$ cat src/rtl/cpm5_switch_pkg.sv
// Shared types for the local config-completion return path: CC descriptor
// layout, completion status codes, FSM state encoding and a descriptor packer.
package cpm5_switch_pkg;

  localparam logic [2:0] CPL_SC  = 3'b000;
  localparam logic [2:0] CPL_UR  = 3'b001;
  localparam logic [2:0] CPL_CRS = 3'b010;

  typedef enum logic [1:0] {
    ST_IDLE      = 2'd0,
    ST_WAIT_DONE = 2'd1,
    ST_SEND      = 2'd2
  } cfgcpl_state_e;

  // Lower 96 bits of the CC descriptor, MSB first.
  typedef struct packed {
    logic        rsvd95;
    logic [2:0]  attr;
    logic [2:0]  tc;
    logic        cpl_id_en;
    logic [15:0] completer_id;
    logic [7:0]  tag;
    logic [15:0] requester_id;
    logic [1:0]  rsvd47;
    logic [2:0]  status;
    logic [10:0] dw_count;
    logic [2:0]  rsvd31;
    logic [12:0] byte_count;
    logic [8:0]  rsvd15;
    logic [6:0]  lower_addr;
  } cc_desc_t;

  // Config completions always report a 4-byte count at lower address 0;
  // only a successful read carries a payload DW.
  function automatic cc_desc_t pack_cc_desc(
    input logic [15:0] requester_id,
    input logic [7:0]  tag,
    input logic [2:0]  tc,
    input logic [2:0]  attr,
    input logic [2:0]  status,
    input logic        has_data,
    input logic [15:0] completer_id
  );
    cc_desc_t d;
    d              = '0;
    d.lower_addr   = 7'd0;
    d.byte_count   = 13'd4;
    d.dw_count     = has_data ? 11'd1 : 11'd0;
    d.status       = status;
    d.requester_id = requester_id;
    d.tag          = tag;
    d.completer_id = completer_id;
    d.cpl_id_en    = 1'b1;
    d.tc           = tc;
    d.attr         = attr;
    return d;
  endfunction

endpackage

$ cat src/rtl/cfg_mgmt_to_cct1_completion.sv
// Local Type 1 config return path: captures a qualifying CQ descriptor, waits
// for cfg_mgmt done (or a timeout) and emits one CC beat as Cpl or CplD.
//
// state     | meaning
// ST_IDLE   | waiting for a qualifying CQ beat
// ST_WAIT_DONE | request captured, waiting for cfg_mgmt done or timeout
// ST_SEND   | CC beat valid, held until accepted
module cfg_mgmt_to_cct1_completion
  import cpm5_switch_pkg::*;
#(
  parameter int          DSP_IF_WIDTH       = 512,
  parameter int          DSP_TKEEP_WIDTH    = 16,
  parameter int          DSP_CQ_TUSER_WIDTH = 231,
  parameter int          DSP_CC_TUSER_WIDTH = 81,
  parameter int          TIMEOUT_CYCLES     = 1024,
  parameter logic [15:0] COMPLETER_ID       = 16'h0
) (
  input  logic                          user_clk,
  input  logic                          user_reset_n,
  input  logic [DSP_IF_WIDTH-1:0]       dsp_m_axis_cq_tdata,
  input  logic [DSP_CQ_TUSER_WIDTH-1:0] dsp_m_axis_cq_tuser,
  input  logic                          dsp_m_axis_cq_tvalid,
  input  logic [1:0]                    select,
  input  logic [3:0]                    req_type,
  input  logic [31:0]                   cfg_mgmt_read_data,
  input  logic                          cfg_mgmt_read_write_done,
  output logic [DSP_IF_WIDTH-1:0]       dsp_s_axis_cc_tdata,
  output logic [DSP_TKEEP_WIDTH-1:0]    dsp_s_axis_cc_tkeep,
  output logic                          dsp_s_axis_cc_tlast,
  output logic [DSP_CC_TUSER_WIDTH-1:0] dsp_s_axis_cc_tuser,
  output logic                          dsp_s_axis_cc_tvalid,
  input  logic                          dsp_s_axis_cc_tready,
  output logic                          cq_req_done,
  output logic                          busy
);

  localparam int             TCW     = (TIMEOUT_CYCLES > 1) ? $clog2(TIMEOUT_CYCLES) : 1;
  localparam logic [TCW-1:0] TO_LAST = TCW'(TIMEOUT_CYCLES - 1);

  cfgcpl_state_e  state_q, state_d;
  logic [15:0]    req_id_q, req_id_d;
  logic [7:0]     tag_q, tag_d;
  logic [2:0]     tc_q, tc_d;
  logic [2:0]     attr_q, attr_d;
  logic           is_write_q, is_write_d;
  logic [2:0]     status_q, status_d;
  logic [31:0]    rdata_q, rdata_d;
  logic [TCW-1:0] cnt_q, cnt_d;
  logic           cq_done_q;
  logic           cq_qualify, timeout_hit, has_data;
  cc_desc_t       cc_desc;
  logic           unused_cq;

  assign cq_qualify  = dsp_m_axis_cq_tvalid && (req_type[3:2] == 2'b10) &&
                       (select == 2'b01) && (dsp_m_axis_cq_tdata[111:104] == 8'h00);
  assign timeout_hit = (cnt_q == TO_LAST);
  assign has_data    = !is_write_q && (status_q == CPL_SC);
  assign cc_desc     = pack_cc_desc(req_id_q, tag_q, tc_q, attr_q, status_q, has_data, COMPLETER_ID);
  assign unused_cq   = ^{dsp_m_axis_cq_tuser, dsp_m_axis_cq_tdata[DSP_IF_WIDTH-1:127],
                         dsp_m_axis_cq_tdata[120:112], dsp_m_axis_cq_tdata[79:0], req_type[0]};

  // State register; async reset drops tvalid at once, even mid-beat.
  always_ff @(posedge user_clk or negedge user_reset_n) begin
    if (!user_reset_n) state_q <= ST_IDLE;
    else               state_q <= state_d;
  end

  // Next state; done takes priority over a coincident timeout.
  always_comb begin
    state_d = state_q;
    case (state_q)
      ST_IDLE:      if (cq_qualify) state_d = cfg_mgmt_read_write_done ? ST_SEND : ST_WAIT_DONE;
      ST_WAIT_DONE: if (cfg_mgmt_read_write_done || timeout_hit) state_d = ST_SEND;
      ST_SEND:      if (dsp_s_axis_cc_tready) state_d = ST_IDLE;
      default:      state_d = ST_IDLE;
    endcase
  end

  // Request capture, completion status/data and timeout counter next values.
  always_comb begin
    req_id_d   = req_id_q;
    tag_d      = tag_q;
    tc_d       = tc_q;
    attr_d     = attr_q;
    is_write_d = is_write_q;
    status_d   = status_q;
    rdata_d    = rdata_q;
    cnt_d      = cnt_q;
    case (state_q)
      ST_IDLE: begin
        if (cq_qualify) begin
          req_id_d   = dsp_m_axis_cq_tdata[95:80];
          tag_d      = dsp_m_axis_cq_tdata[103:96];
          tc_d       = dsp_m_axis_cq_tdata[123:121];
          attr_d     = dsp_m_axis_cq_tdata[126:124];
          is_write_d = req_type[1];
          cnt_d      = '0;
          if (cfg_mgmt_read_write_done) begin
            status_d = CPL_SC;
            rdata_d  = cfg_mgmt_read_data;
          end
        end
      end
      ST_WAIT_DONE: begin
        cnt_d = cnt_q + TCW'(1);
        if (cfg_mgmt_read_write_done) begin
          status_d = CPL_SC;
          rdata_d  = cfg_mgmt_read_data;
        end else if (timeout_hit) begin
          status_d = CPL_UR;
          rdata_d  = '0;
        end
      end
      default: ;
    endcase
  end

  // Datapath registers and the one-cycle request-finished pulse.
  always_ff @(posedge user_clk or negedge user_reset_n) begin
    if (!user_reset_n) begin
      req_id_q   <= '0;
      tag_q      <= '0;
      tc_q       <= '0;
      attr_q     <= '0;
      is_write_q <= 1'b0;
      status_q   <= CPL_SC;
      rdata_q    <= '0;
      cnt_q      <= '0;
      cq_done_q  <= 1'b0;
    end else begin
      req_id_q   <= req_id_d;
      tag_q      <= tag_d;
      tc_q       <= tc_d;
      attr_q     <= attr_d;
      is_write_q <= is_write_d;
      status_q   <= status_d;
      rdata_q    <= rdata_d;
      cnt_q      <= cnt_d;
      cq_done_q  <= (state_q != ST_SEND) && (state_d == ST_SEND);
    end
  end

  // CC beat is driven from held registers only while in SEND, so it stays stable under backpressure.
  always_comb begin
    dsp_s_axis_cc_tdata  = '0;
    dsp_s_axis_cc_tkeep  = '0;
    dsp_s_axis_cc_tlast  = 1'b0;
    dsp_s_axis_cc_tuser  = '0;
    dsp_s_axis_cc_tvalid = 1'b0;
    if (state_q == ST_SEND) begin
      dsp_s_axis_cc_tvalid       = 1'b1;
      dsp_s_axis_cc_tlast        = 1'b1;
      dsp_s_axis_cc_tdata[95:0]  = cc_desc;
      dsp_s_axis_cc_tdata[127:96] = has_data ? rdata_q : 32'h0;
      dsp_s_axis_cc_tkeep        = has_data ? DSP_TKEEP_WIDTH'(16'h000F) : DSP_TKEEP_WIDTH'(16'h0007);
    end
  end

  assign busy        = (state_q != ST_IDLE);
  assign cq_req_done = cq_done_q;

endmodule

$ cat config.mk
export PLATFORM = sky130hd
export DESIGN_NAME = cfg_mgmt_to_cct1_completion
export DESIGN_NICKNAME = d
export VERILOG_FILES = /design/src/rtl/cpm5_switch_pkg.sv /design/src/rtl/cfg_mgmt_to_cct1_completion.sv
export SDC_FILE = /design/constraint.sdc
export NUM_CORES = 1
export LEC_CHECK = 0
export CORE_AREA = 2 2 549 551
export CTS_CLUSTER_DIAMETER = 100
export CTS_CLUSTER_SIZE = 40
export DETAILED_ROUTE_END_ITERATION = 8
export DIE_AREA = 0 0 551 553
export HOLD_SLACK_MARGIN = 0.06
export PLACE_DENSITY = 0.32
export SYNTH_ARGS = -nofsm -noshare
export SYNTH_HDL_FRONTEND = slang
export SYNTH_SLANG_ARGS = --single-unit
export TNS_END_PERCENT = 5
$ cat constraint.sdc
create_clock -name user_clk -period 2.26 [get_ports user_clk]
set_input_delay 0.226 -clock user_clk [delete_from_list [all_inputs] [get_ports user_clk]]
set_output_delay 0.226 -clock user_clk [all_outputs]
set_load 0.02 [all_outputs]
; After elaboration in Yosys (flattened, before gate mapping)
; Cells that the tools add are included.
[word_totals]
register_bits = 79
memories = 0
output_inout_bits = 613
mem_bits_ro = 0
ram_bits = 0
latch_bits = 0
[op_classes]
n_bitwise = 0
n_lt_le_gt_ge = 0
n_addsub = 1
n_reduce_logical = 15
multipliers = 0
shifts = 0
n_eq_ne = 10
div = 0
muxes = 23
[ops]
columns = cell, n
row1 = 32-bit two-way mux, 5
row2 = 128-bit two-way mux, 1
row3 = 32-bit case mux with 2 select lines, 1
row4 = 10-bit case mux with 2 select lines, 1
row5 = 3-bit two-way mux, 4
row6 = 10-bit by 1-bit adder with 10-bit output (second input constant), 1
row7 = 10-bit equality test (second input constant), 1
row8 = 10-bit two-way mux, 1
row9 = 8-bit zero test, 1
row10 = 2-bit two-way mux, 4
row11 = 4-bit two-way mux, 2
row12 = 2-bit equality test (second input constant), 3
row13 = 2-bit != test (second input constant), 3
row14 = 2-bit case mux with 3 select lines, 1
row15 = 3-bit case mux with 2 select lines, 1
row16 = 1-bit logical AND, 5
row17 = 2-bit by 1-bit equality test with 1-bit output (second input constant), 2
row18 = 2-bit AND reduction, 2
row19 = 4-bit AND reduction, 1
row20 = 2-bit nonzero test, 2
row21 = 3-bit zero test, 1
row22 = 3-bit != test (second input constant), 1
row23 = 2-bit zero test, 1
row24 = 1-bit two-way mux, 2
row25 = 2 further kinds, 2

; Longest topological paths before layout
[depth]
depth_word = 8
ltp_mapped = 7
ltp_nobuf = 5

; Worst setup path before layout
; Ideal clock, no wire load.
[synth_path]
kind = reg-to-output
from = register state_q[1]
to = output dsp_s_axis_cc_tdata[118]
setup_slack_ns = 0.289
required_ns = 2.034
path_stages_with_launch = 5
arrival_time_ns = 1.745
path_buffers = 1
cell_sequence = dfrtp_1 -> nor2b_1 -> nor3b_1 -> clkbuf_1 -> and2_1
[synth_between]
elab_chain_cells = 2
[synth_rtl]
columns = item, line_no
row1 = "start, declared", cfg_mgmt_to_cct1_completion.sv:40  ; cfgcpl_state_e state_q, state_d;
row2 = "start signal, assigned", cfg_mgmt_to_cct1_completion.sv:65  ; else state_q <= state_d;
row3 = 2-bit equality test, cfg_mgmt_to_cct1_completion.sv:150  ; if (state_q == ST_SEND) begin
row4 = 128-bit two-way mux, cfg_mgmt_to_cct1_completion.sv:150
row5 = "end, declared", cfg_mgmt_to_cct1_completion.sv:27  ; output logic [DSP_IF_WIDTH-1:0] dsp_s_axis_cc_tdata,
; Every way passes these cells.

; Worst setup path in the final report
[layout_path]
from = register state_q[0]
to = output dsp_s_axis_cc_tdata[117]
; Same word-level chain as after synthesis.

==> flow_summary.ini <==
[run_status]
status = finished clean

[clock_tree]
cts_tree = done
cts_max_level = 3
clk_latency_ps = 430
clkSinkCount = 77
clk_pin_slew_ps = 110
clockRootBuffer = clkbuf_16
numCtsBuffers = 9
clockBufferDepth = 2

[logic_synthesis]
syn-mean-instance-area_um2 = 9.10
syn-cell-area_mm2 = 0.00790
synthFlopType = dfrtp_1
synth_edf_count = 0
ys_warn_count = 0
ys_ff_latch = 77
ys_types = 32
yosysSeqAreaShare_pct = 24.4
synth_top_area_cell = buf_4
netlist_instances = 868
ys_top_cells_by_area = buf_4 52%, dfrtp_1 24%, mux2_2 8.6%
yosys.area.top_type_share_pct = 51.9
async_flop_share_pct = 100

[power_and_ir_drop]
p_clk_share_pct = 38.0
swShare_pct = 41.5
power_density_mw_per_mm2 = 348
combPwrFrac_pct = 27.4
share_seq_of_total_power_pct = 34.6
max-vdd-ir-drop_v = 0.000423
intPower_w = 0.00270
p_switching_w = 0.00191
p_leak_nw = 4.90

[floorplan]
die_y_um = 553
placementRows = 201
core-area_mm2 = 0.299
dieArea_mm2 = 0.305
die_w_um = 551
start_util_pct = 2.64
io_pins = 1399

[critical_path]
path_max_fanout = 8
end_kind = output port
crit_type = reg -> out
cp.required_ps = 2030
cp.arrival_ps = 2010
rr_startpoint = state_q[0]
startpoint = state_q[0]
worst_setup_path_start_kind = flop

[timing]
fin_skew_ps = 29.3
setup_violations = 0
grt_setup_unrepaired = yes
holdWs_ps = 312
finalMaxSlewViolations = 0
fin_ws_ps = 27.2
finalHoldViolations = 0
period_minus_slack_ps = 2230
max_freq_ghz = 0.448
finalCritPeriodShare_pct = 98.8

[global_route]
grt_pass1_vias = 3898
grt_pass1_wl_um = 40400
antenna_found_initial = 32
grt_max_degree = 40
track_usage_pct = 2.12
grt_overflow_total = 0

[route]
drc = 0
post_drt_wl_per_cell_um = 6.64
first_pass_iters = 4
vias_per_cell = 0.967
drtAntennaViolNets = 0
drt_iter0_markers = 86
drt-total-wl_um = 33200
vias = 4838

[cells_and_area]
post_route_cells_drive_above_1_share_pct = 18.3
post-route-util_pct = 4.44
stdcell_area_mm2 = 0.0133
synthToLayoutAreaGrowth_pct = 67.9
nets = 1819

[placed_design]
dp_slack_ps = -135
io_buffers = 153
post-dp-hpwl_um = 27600
placed_area_mm2 = 0.0127
gp_congestion = 0.603

[flow_run]
drv_cap = 0

[hold_path]
min_path_type = in -> async
## worst paths after layout
| kind | to | slack, ps | cells after the start |
|---|---|---|---|
| setup / recovery | dsp_s_axis_cc_tdata[117] | 30 | 7 |
| hold reg to reg | cnt_q[7] | 470 | 1 |
| max in group asynchronous | state_q[0] | 1190 | 3 |
| setup reg to reg | rdata_q[12] | 110 | 7 |
| min in group user_clk | state_q[0] | 400 | 3 |
| hold / removal | tag_q[2] | 310 | 2 |
## synthesized netlist by cell type, types with 2 or more instances
library cell and n:
clkbuf_1 14, mux2_2 60, dfrtp_1 77, nand3_1 6
buf_6 2, nand2_1 8, a21oi_1 4, a41oi_1 2
inv_1 2, and3_1 3, a22o_1 32, and2_1 65
nor2_1 7, buf_4 546, o21ai_0 9, nor2b_1 2
nand4_1 4, and4_1 2, mux2i_1 2, buf_2 7
mux2_4 3
## flip-flops by register name (all words and copies together), names as in the netlist
signal / cells
rdata_q: 32
cnt_q: 10
tag_q: 8
req_id_q: 16
is_write_q: 1
tc_q: 3
state_q: 2
cq_req_done: 1
attr_q: 3
status_q: 1
## repair_timing
item	CTS	global route
hold endpoints to repair	19	0
endpoints found under the setup margin	61	36
hold buffers	1	0
pin swaps	7	7
gates cloned	1	2
buffers inserted	1	9
gates resized for setup	117	51
## power groups by stage
stage,clock network (W),logic (W),registers (W)
after floorplan,0,0.00173,0.00158
after global placement,0,0.00125,0.00161
after detailed placement,0,0.00125,0.00162
after CTS,0.00190,0.00126,0.00160
after global routing,0.00192,0.00138,0.00162
final,0.00175,0.00126,0.00160
## logic make-up after synthesis
family | Yosys count | synth area share, %
compound gates | 48 | 4.67
xor+xnor | 1 | 0.111
fa+ha+maj | 1 | 0.158
buf+inv | 571 | 53.4
flops | 77 | 24.4
mux | 65 | 9.37
other cells | 1 | 0.0475
simple gates | 104 | 7.89
## per-stage QoR
step           TNS [ps]  power (W)  cells
6_report              0    0.00461   5001
5_1_grt           -1960    0.00492   4995
4_1_cts           -1410    0.00475   4984
3_5_place_dp      -2800    0.00287   4965
3_3_place_gp      -2910    0.00286   4965
2_1_floorplan         0    0.00331   1406
## metal layers
layer	track usage, %	vias to the layer above	part of all wire (%)
li1	-	2032	-
met1	1.72	2205	29
met2	4.33	547	58
met3	0.964	52	11
met4	0.736	2	2.1
met5	0	-	0.033
## area by class of cell
cell class | count | area [um^2]
Antenna cell | 6 | 15.0
Clock inverter | 6 | 68.8
Clock buffer | 10 | 239
Inverter | 2 | 7.51
Fill cell | 35500 | 286000
Sequential cell | 77 | 1930
Tap cell | 3958 | 4950
Multi-Input combinational cell | 758 | 3890
Timing Repair Buffer | 184 | 2160
## placed cells by master, fill, tap and decap left out, types with 3 or more instances in the layout
cell             instances
and2_4                  25
clkdlybuf4s50_1         78
buf_4                   20
dlygate4sd2_1           24
buf_12                  36
o21ai_0                  9
and2_1                  40
and3_1                   3
clkbuf_2                 4
nor2_1                   6
mux2_4                   3
nand4_1                  4
mux2_2                  60
dfrtp_1                 76
buf_6                   13
nand3_1                  6
diode_2                  6
clkbuf_16               11
nand2_1                  8
conb_1                 539
a22o_1                  32
a21oi_1                  4
## critical path, stage by stage (launching register included)
cell       delay, ps
dfrtp_2          430
nor2b_4          130
buf_12           120
nor3b_4          290
buf_12           190
clkbuf_16        160
and2_4           150
buf_12           110
(Power assumes the default switching activity.)
